[src/rtl/reg_display_scanner.sv]
// reg_display_scanner: shift-add-3 BCD conversion of a selected register onto a 6-digit muxed seven-segment display.
// Define SIGNED_DISPLAY_EN to show the register as two's complement with a minus sign.
module reg_display_scanner #(
  parameter int REFRESH_DIV = 50000
) (
  input  logic         clk,
  input  logic         reset,
  input  logic [255:0] r_bus,
  input  logic [3:0]   reg_sel,
  output logic [6:0]   seg,
  output logic [5:0]   an,
  output logic         neg,
  output logic         busy
);
`ifdef SIGNED_DISPLAY_EN
  localparam bit SIGNED_EN = 1'b1;
`else
  localparam bit SIGNED_EN = 1'b0;
`endif
  localparam int CW = $clog2(REFRESH_DIV);
  typedef enum logic [1:0] {IDLE, LOAD, SHIFT, COMMIT} state_t;
  state_t state;
  logic [15:0] sel_val, snap, shreg, mag;
  logic [3:0] snap_sel, bit_cnt, cur;
  logic [19:0] bcd, adj, digits;
  logic [31:0] dig_ext;
  logic [35:0] shifted;
  logic sign, sign_ld;
  logic [CW-1:0] rcnt;
  logic [2:0] idx;
  logic [7:0] blank;
  logic [6:0] seg_nxt;

  function automatic logic [6:0] enc(input logic [3:0] v);
    case (v)
      4'd0: enc = 7'b1000000;
      4'd1: enc = 7'b1111001;
      4'd2: enc = 7'b0100100;
      4'd3: enc = 7'b0110000;
      4'd4: enc = 7'b0011001;
      4'd5: enc = 7'b0010010;
      4'd6: enc = 7'b0000010;
      4'd7: enc = 7'b1111000;
      4'd8: enc = 7'b0000000;
      4'd9: enc = 7'b0010000;
      default: enc = 7'b1111111;
    endcase
  endfunction

  assign sel_val = r_bus[16*reg_sel +: 16];
  assign mag = (SIGNED_EN && sel_val[15]) ? -sel_val : sel_val;
  assign neg = sign;
  assign dig_ext = {12'd0, digits};
  assign shifted = {adj, shreg} << 1;

  always_comb begin
    adj = bcd;
    for (int i = 0; i < 5; i++)
      adj[4*i +: 4] = bcd[4*i +: 4] >= 4'd5 ? bcd[4*i +: 4] + 4'd3 : bcd[4*i +: 4];
  end

  always_ff @(posedge clk) begin
    if (reset) begin
      state <= IDLE;
      snap <= '0;
      snap_sel <= '0;
      bcd <= '0;
      shreg <= '0;
      bit_cnt <= '0;
      digits <= '0;
      sign <= 1'b0;
      sign_ld <= 1'b0;
      busy <= 1'b0;
    end else begin
      case (state)
        IDLE: if (sel_val != snap || reg_sel != snap_sel) state <= LOAD;
        LOAD: begin
          snap <= sel_val;
          snap_sel <= reg_sel;
          shreg <= mag;
          bcd <= '0;
          bit_cnt <= '0;
          sign_ld <= SIGNED_EN && sel_val[15];
          busy <= 1'b1;
          state <= SHIFT;
        end
        SHIFT: begin
          {bcd, shreg} <= shifted;
          bit_cnt <= bit_cnt + 4'd1;
          if (bit_cnt == 4'd15) state <= COMMIT;
        end
        COMMIT: begin
          digits <= bcd;
          sign <= sign_ld;
          busy <= 1'b0;
          state <= IDLE;
        end
        default: state <= IDLE;
      endcase
    end
  end

  // blank[k]: digit k and every digit above it are zero
  always_comb begin
    blank = '0;
    blank[4] = digits[19:16] == 4'd0;
    for (int k = 3; k >= 1; k--) blank[k] = blank[k+1] && digits[4*k +: 4] == 4'd0;
    cur = dig_ext[4*idx +: 4];
    seg_nxt = idx == 3'd5 ? (sign ? 7'b0111111 : 7'b1111111) : blank[idx] ? 7'b1111111 : enc(cur);
  end

  always_ff @(posedge clk) begin
    if (reset) begin
      rcnt <= '0;
      idx <= '0;
      an <= 6'h3F;
      seg <= 7'h7F;
    end else begin
      rcnt <= rcnt == CW'(REFRESH_DIV - 1) ? '0 : rcnt + CW'(1);
      if (rcnt == CW'(REFRESH_DIV - 1)) idx <= idx == 3'd5 ? 3'd0 : idx + 3'd1;
      an <= ~(6'd1 << idx);
      seg <= seg_nxt;
    end
  end
endmodule

[config.mk]
export PLATFORM = sky130hd
export DESIGN_NAME = reg_display_scanner
export DESIGN_NICKNAME = d
export VERILOG_FILES = /design/src/rtl/reg_display_scanner.sv
export SDC_FILE = /design/constraint.sdc
export NUM_CORES = 1
export LEC_CHECK = 0
export CAP_MARGIN = 20
export CORE_MARGIN = 1
export CORE_UTILIZATION = 25
export CTS_BUF_LIST = sky130_fd_sc_hd__clkbuf_2 sky130_fd_sc_hd__clkbuf_4 sky130_fd_sc_hd__clkbuf_8
export DETAILED_ROUTE_END_ITERATION = 10
export HOLD_SLACK_MARGIN = 0.15
export PLACE_DENSITY = 0.51
export SLEW_MARGIN = 0
export SYNTH_ARGS = -nofsm -noshare
export SYNTH_HDL_FRONTEND = slang
export SYNTH_SLANG_ARGS = --single-unit
[constraint.sdc]
create_clock -name clk -period 7.15 [get_ports clk]
set_clock_uncertainty 0.1 [all_clocks]
set_input_delay 1.43 -clock clk [delete_from_list [all_inputs] [get_ports clk]]
set_output_delay 1.43 -clock clk [all_outputs]
set_load 0.01 [all_outputs]
==> results.tsv, run 1 <==
stage	metric	value	unit
finish	fill_cells	3133	
timing	post-route-period-util	60.8	%
finish	drive_gt1_share	10.1	%
die	start_util	25.5	%
critical_path	path_class	in2reg	
clock_tree	clk_path_buf_depth	2	
die	rows	64	
finish	final_net_count	1367	
clock_tree	insertion_delay	0.43	ns
run	max-cap-violations	0	
detailed_routing	wire_per_inst	17.9	um
finish	fin_area	0.0111	mm^2
clock_tree	clk_pin_slew	0.07	ns
synth	yosysUniqueCellTypes	60	
detailed_routing	wl	26800	um
grt	grt_max_degree	53	
detailed_routing	firstDrtPassIters	5	
clock_tree	cts.htree.levels	4	
clock_tree	numCtsBuffers	17	
clock_tree	cts_tree	built	
synth	synth_area_leader_cell	dfxtp_1	
timing	tightestPinTransition	0.891	ns
synth	synthTopCellsByArea	dfxtp_1, mux4_2, mux2i_1	
pwr	leakage	4.19	nW
finish	area_growth_syn_to_layout	43.1	%
critical_path	crit_slowest_cell	nor2b_1	
placement	dp_hpwl	21500	um
pwr	max-vdd-ir-drop	0.000113	V
synth	async_flop_share	0	%
synth	syn-instance-count	840	
critical_path	arrival	4.57	ns
die	io_pins	277	
critical_path	reg2reg_slack	3.67	ns
detailed_routing	drt-initial-drc-count	354	
clock_tree	cts_setup_buffers	0	
critical_path	path_buf_inv	1	
synth	synth_top_area_share	29.6	%
synth	syn_nets	1125	
finish	multi_input_area	0.00507	mm^2
detailed_routing	vias	7161	
timing	timing.final.hold_violations	0	
worst_hold_path	hold_path_class	reg2reg	
die	dieHeight	179	um
critical_path	critPathCaptureType	register	
timing	slew_headroom	40.6	%
synth	yosys_warnings	0	
grt	grt-ovfl-total	0	
detailed_routing	viasPerCell	4.80	
critical_path	crit_path_start_kind	input pin	
synth	synthTopCellsByCount	nor2_1, dfxtp_1, mux2i_1	
clock_tree	root_buffer	clkbuf_8	
timing	fmax	230	MHz
die	core_area	0.0306	mm^2
synth	synth-seq-cells	115	
critical_path	cpLargestDelayFamily	compound AO/OA/AOI/OAI gates	
finish	seq_area	0.00230	mm^2
critical_path	worstPathCellList	buf_4 > nor2b_1 > a22oi_2 > o211a_1 > or3_4 > a2111oi_4 > o2111ai_2 > mux2i_1 > a211o_1	
synth	synth.most_common_cell	nor2_1	
synth	synth_edf_count	0	
timing	slew_viol_final	0	
clock_tree	holdBufCountCts	0	
timing	rsz0062_at_grt	false	
grt	antenna_found_initial	5	
grt	grt_pass1_wl	40800	um
detailed_routing	drc	0	
synth	avgSynthCellArea	9.27	um^2
detailed_routing	final_antenna_net_count	0	
timing	setup_tns	0	ns
die	dieArea	0.0319	mm^2
critical_path	crit_required	7.38	ns
placement	dpl_cell_area	0.0108	mm^2
grt	grt_use_total	17.0	%
timing	setup_viol	0	
critical_path	crit_path_max_fanout	50	
placement	finalWeightedCongestion	0.837	
status	status	complete, no violations	
clock_tree	clock_sinks	115	
placement	place.port_buffers	275	
finish	final_util	36.4	%
synth	ys.flop_type	dfxtp_1	
die	die_w	179	um
critical_path	max_stage_delay	0.76	ns
synth	syn_area	0.00779	mm^2
grt	grt_pass1_vias	7245	
pwr	totalPowerFinal	0.00229	W
pwr	p_per_area	205	mW/mm^2
timing	finalCriticalPeriod	4.34	ns
clock_tree	cts_resized	0	
synth	ys_seq_area_share	29.6	%
worst register-to-register path: stages (launching register included):
cell and delay, ns:
dfxtp_1 0.34, inv_1 0.14, ha_1 0.77, clkinv_1 0.84
nor2_1 0.79, buf_6 0.24, a32oi_1 0.11, nor2_1 0.09
flip-flops by register name (all words and copies together) (netlist names), 4 cells and up:
signal and cells:
snap_sel 4, digits 20, shreg 16, snap 16, an 6, seg 7
bcd 20, bit_cnt 4, rcnt 16
layout by cell type, fill, tap and decap left out, types with 6 or more instances in the layout:
cell	n
inv_1	21
ha_1	23
o211ai_1	10
xor2_1	21
nor4_1	8
dfxtp_1	115
o21ai_0	26
a21oi_1	37
mux4_2	51
nand2b_1	10
nand2_1	80
o31ai_1	6
xnor2_1	25
nor3_1	14
a211oi_1	11
a22oi_1	19
buf_4	10
nand3_1	19
clkdlybuf4s50_1	271
mux2i_1	85
clkbuf_8	24
and3_1	13
nor2_1	120
area by class of cell:
cell class,instances,area share [%]
multi-input cells,640,45.5
repair buffers,284,25.2
flip-flops and latches,115,20.7
well taps,396,4.44
clock buffers,27,3.17
inverters,24,0.808
clock inverters,4,0.180
diodes,1,0.0224
cells by family (layout without fill, tap and decap cells):
family	count (synthesis)	after routing	share of synthesized area, %
xor gates and xnor gates	46	46	5.17
buffers and inverters	85	339	5.29
AOI/OAI and AO/OA	137	137	12.0
DFF	115	115	29.6
other	1	2	0.0481
muxes	145	145	27.7
and+or+nand+nor	288	288	16.5
adders and majority gates	23	23	3.69
worst paths after layout:
| path | from | to | cells past startpoint |
|---|---|---|---|
| setup / recovery | reg_sel[0] | state[0] | 9 |
| hold / removal | rcnt[0] | rcnt[0] | 1 |
| setup reg to reg | state[0] | bcd[3] | 7 |
| hold reg to reg | rcnt[0] | rcnt[0] | 1 |
power breakdown:
part	switching, W	total, W	leakage, nW	internal (W)
combinational	0.000492	0.000935	3.05	0.000443
clock	0.000246	0.000559	0.202	0.000312
sequential	0.0000650	0.000792	0.937	0.000727
total	0.000803	0.00229	4.19	0.00148
stage by stage:
step	std cells	hold WS [ns]	worst slack, ns
after detailed placement	1459	0.335	2.35
after global routing	1491	0.392	2.60
after floorplan	840	0.313	3.41
after CTS	1490	0.351	2.83
final	1491	0.348	2.81
after global placement	1458	0.331	2.37
layer usage:
metal	global-route usage [%]	share of wire, %	vias up
met5	0	0.22	-
met4	5.44	2.2	8
met3	5.71	6.7	34
met2	31.1	53	208
met1	18.3	38	3391
li1	-	-	3520
Power figures use the tool's default switching activity.
==> inputs of run 2 (changes only) <==
Settings changed: PLACE_DENSITY 0.51 to 0.52.
Clock period 7.15 ns to 3.8 ns, I/O delays scaled along.
==> run 2 against run 1 <==
  * Sequential power increased by 87%
  * First-iteration DRC count fell by 10%
  * Hold slack got worse by 0.0022 ns
  * Non-clock buffer count up 23
  * Utilization rose by 1.1 points
  * Clock power increased to 2.6 times the previous value
  * Cell count is 1.9% higher
  * Via count increased by 0.91%
  * Die area did not move
  * Total power up 110%
  * Critical endpoint unchanged
  * Largest power group unchanged
==> results.tsv, run 2 (same netlist as run 1, synthesis figures left out) <==
stage	metric	value	unit	change
die	io_pins	277		unchanged
grt	grt_use_total	16.8	%	-0.21 points
clock_tree	cts.htree.levels	4		unchanged
clock_tree	root_buffer	clkbuf_8		
timing	finalCriticalPeriod	3.12	ns	
pwr	leakage	4.36	nW	+4.1%
finish	fill_cells	3152		+0.61%
timing	setup_tns	0	ns	unchanged
clock_tree	numCtsBuffers	17		unchanged
critical_path	crit_path_start	reg_sel[3]		
timing	timing.final.hold_violations	0		unchanged
timing	slew_viol_final	0		unchanged
detailed_routing	wl	26400	um	-1.2%
placement	dp_cells	1482		+1.6%
critical_path	reg2reg_slack	1.03	ns	-2.64 ns
die	core_area	0.0306	mm^2	unchanged
clock_tree	clock_sinks	115		unchanged
grt	grt_pass1_vias	7318		+1.0%
status	status	complete, no violations		
clock_tree	cts_setup_buffers	0		unchanged
critical_path	rr_startpoint	idx[0]		
timing	setup_viol	0		unchanged
die	die_w	179	um	unchanged
placement	dp_hpwl	21300	um	-0.96%
critical_path	r2r_end	seg[3]		
clock_tree	clk_pin_slew	0.07	ns	about the same
detailed_routing	wire_per_inst	17.4	um	-3.0%
timing	slew_headroom	49.2	%	+8.6 points
clock_tree	holdBufCountCts	0		unchanged
die	dieArea	0.0319	mm^2	unchanged
detailed_routing	viasPerCell	4.75		-1.0%
finish	mostFrequentLayoutCells	clkdlybuf4s50_1, nor2_1, dfxtp_1		
timing	tightestPinTransition	0.761	ns	-0.130 ns
finish	fin_area	0.0115	mm^2	+3.0%
clock_tree	insertion_delay	0.44	ns	about the same
placement	place.port_buffers	275		unchanged
timing	fmax	320	MHz	
critical_path	rr_worst_depth	5		-2
finish	largestRegisters	bcd (20), digits (20)		
timing	post-route-period-util	82.2	%	
grt	grt_max_degree	44		-17%
grt	grt_pass1_wl	40400	um	-0.86%
detailed_routing	vias	7226		+0.91%
finish	drive_gt1_share	12.1	%	+1.9 points
timing	whs	0.346	ns	-0.00218 ns
critical_path	critPathCaptureType	register		
placement	dpl_cell_area	0.0110	mm^2	+1.8%
finish	area_growth_syn_to_layout	47.4	%	
clock_tree	cts_resized	0		unchanged
worst_hold_path	hold_start	rcnt[0]		
timing	rsz0062_at_grt	false		
critical_path	path_class	in2reg		
grt	antenna_found_initial	7		+2
pwr	p_per_area	411	mW/mm^2	+100%
detailed_routing	drt-initial-drc-count	318		-10%
clock_tree	cts_tree	built		
worst_hold_path	hold_path_class	reg2reg		
finish	final_net_count	1390		+1.7%
detailed_routing	drc	0		unchanged
run	max-cap-violations	0		unchanged
critical_path	crit_path_start_kind	input pin		
die	dieHeight	179	um	unchanged
clock_tree	clk_path_buf_depth	2		unchanged
grt	grt-ovfl-total	0		unchanged
critical_path	crit_required	4.03	ns	-3.35 ns
worst_hold_path	hold_depth	1		unchanged
pwr	totalPowerFinal	0.00471	W	+110%
critical_path	arrival	3.36	ns	-1.21 ns
placement	finalWeightedCongestion	0.855		+2.2%
die	rows	64		unchanged
detailed_routing	final_antenna_net_count	0		unchanged
finish	final_common_cell	clkdlybuf4s50_1		
detailed_routing	firstDrtPassIters	4		-1
critical_path	crit_path_max_fanout	12		-76%
finish	fin_cells	1520		+1.9%
die	start_util	25.5	%	unchanged
pwr	max-vdd-ir-drop	0.000354	V	+210%
worst_hold_path	hold_end	rcnt[0]		
[run 2: changes by cell type in the layout (fill, tap and decap cells not counted), sizes merged]
cell / before / now
buf: 13 / 36
clkinv: 7 / 6
diode: 1 / 6
clkbuf: 27 / 23
bufinv: 0 / 6
[run 2: worst max path at each step]
stage	to	slack, ns
floorplan	state[0]	0.73
global placement	state[0]	0.24
detailed placement	state[0]	0.16
CTS	state[0]	0.64
global route	state[1]	0.52
finish	state[0]	0.68
[run 2: per-stage QoR]
step	setup slack [ns]	utilization, %
6_report	0.677	37.5
5_1_grt	0.517	37.5
4_1_cts	0.644	37.5
3_5_place_dp	0.155	35.8
3_3_place_gp	0.236	35.8
2_1_floorplan	0.732	-
[run 2: worst max-delay path: stages]
cell and delay (ns):
clkdlybuf4s50_1 0.52, clkinv_1 0.39, a21oi_1 0.44, o21ai_0 0.23, a2111oi_4 0.36, o2111ai_2 0.22
mux2i_1 0.16, a211o_1 0.27
[run 2: layout make-up]
class                      count  area, um^2  area share (%)
multi-input combinational    640        5070            44.2
timing repair buffer         307        3000            26.2
sequential                   115        2300            20.1
tap                          396         495            4.32
clock buffer                  23         298            2.59
clock inverter                 9         199            1.73
inverter                      24        90.1           0.785
antenna                        6        15.0           0.131
[run 2: layer usage]
metal | vias to the layer above | GRT usage [%] | wire, um
met2 | 217 | 29.7 | 13600
met4 | 2 | 6.67 | 716
met5 | - | 0 | 12
li1 | 3573 | - | -
met3 | 30 | 5.48 | 1940
met1 | 3404 | 18.5 | 10200
[run 2: where the power goes]
part           internal (W)  switching (W)
logic              0.000861       0.000938
registers           0.00137       0.000115
clock network      0.000922       0.000512
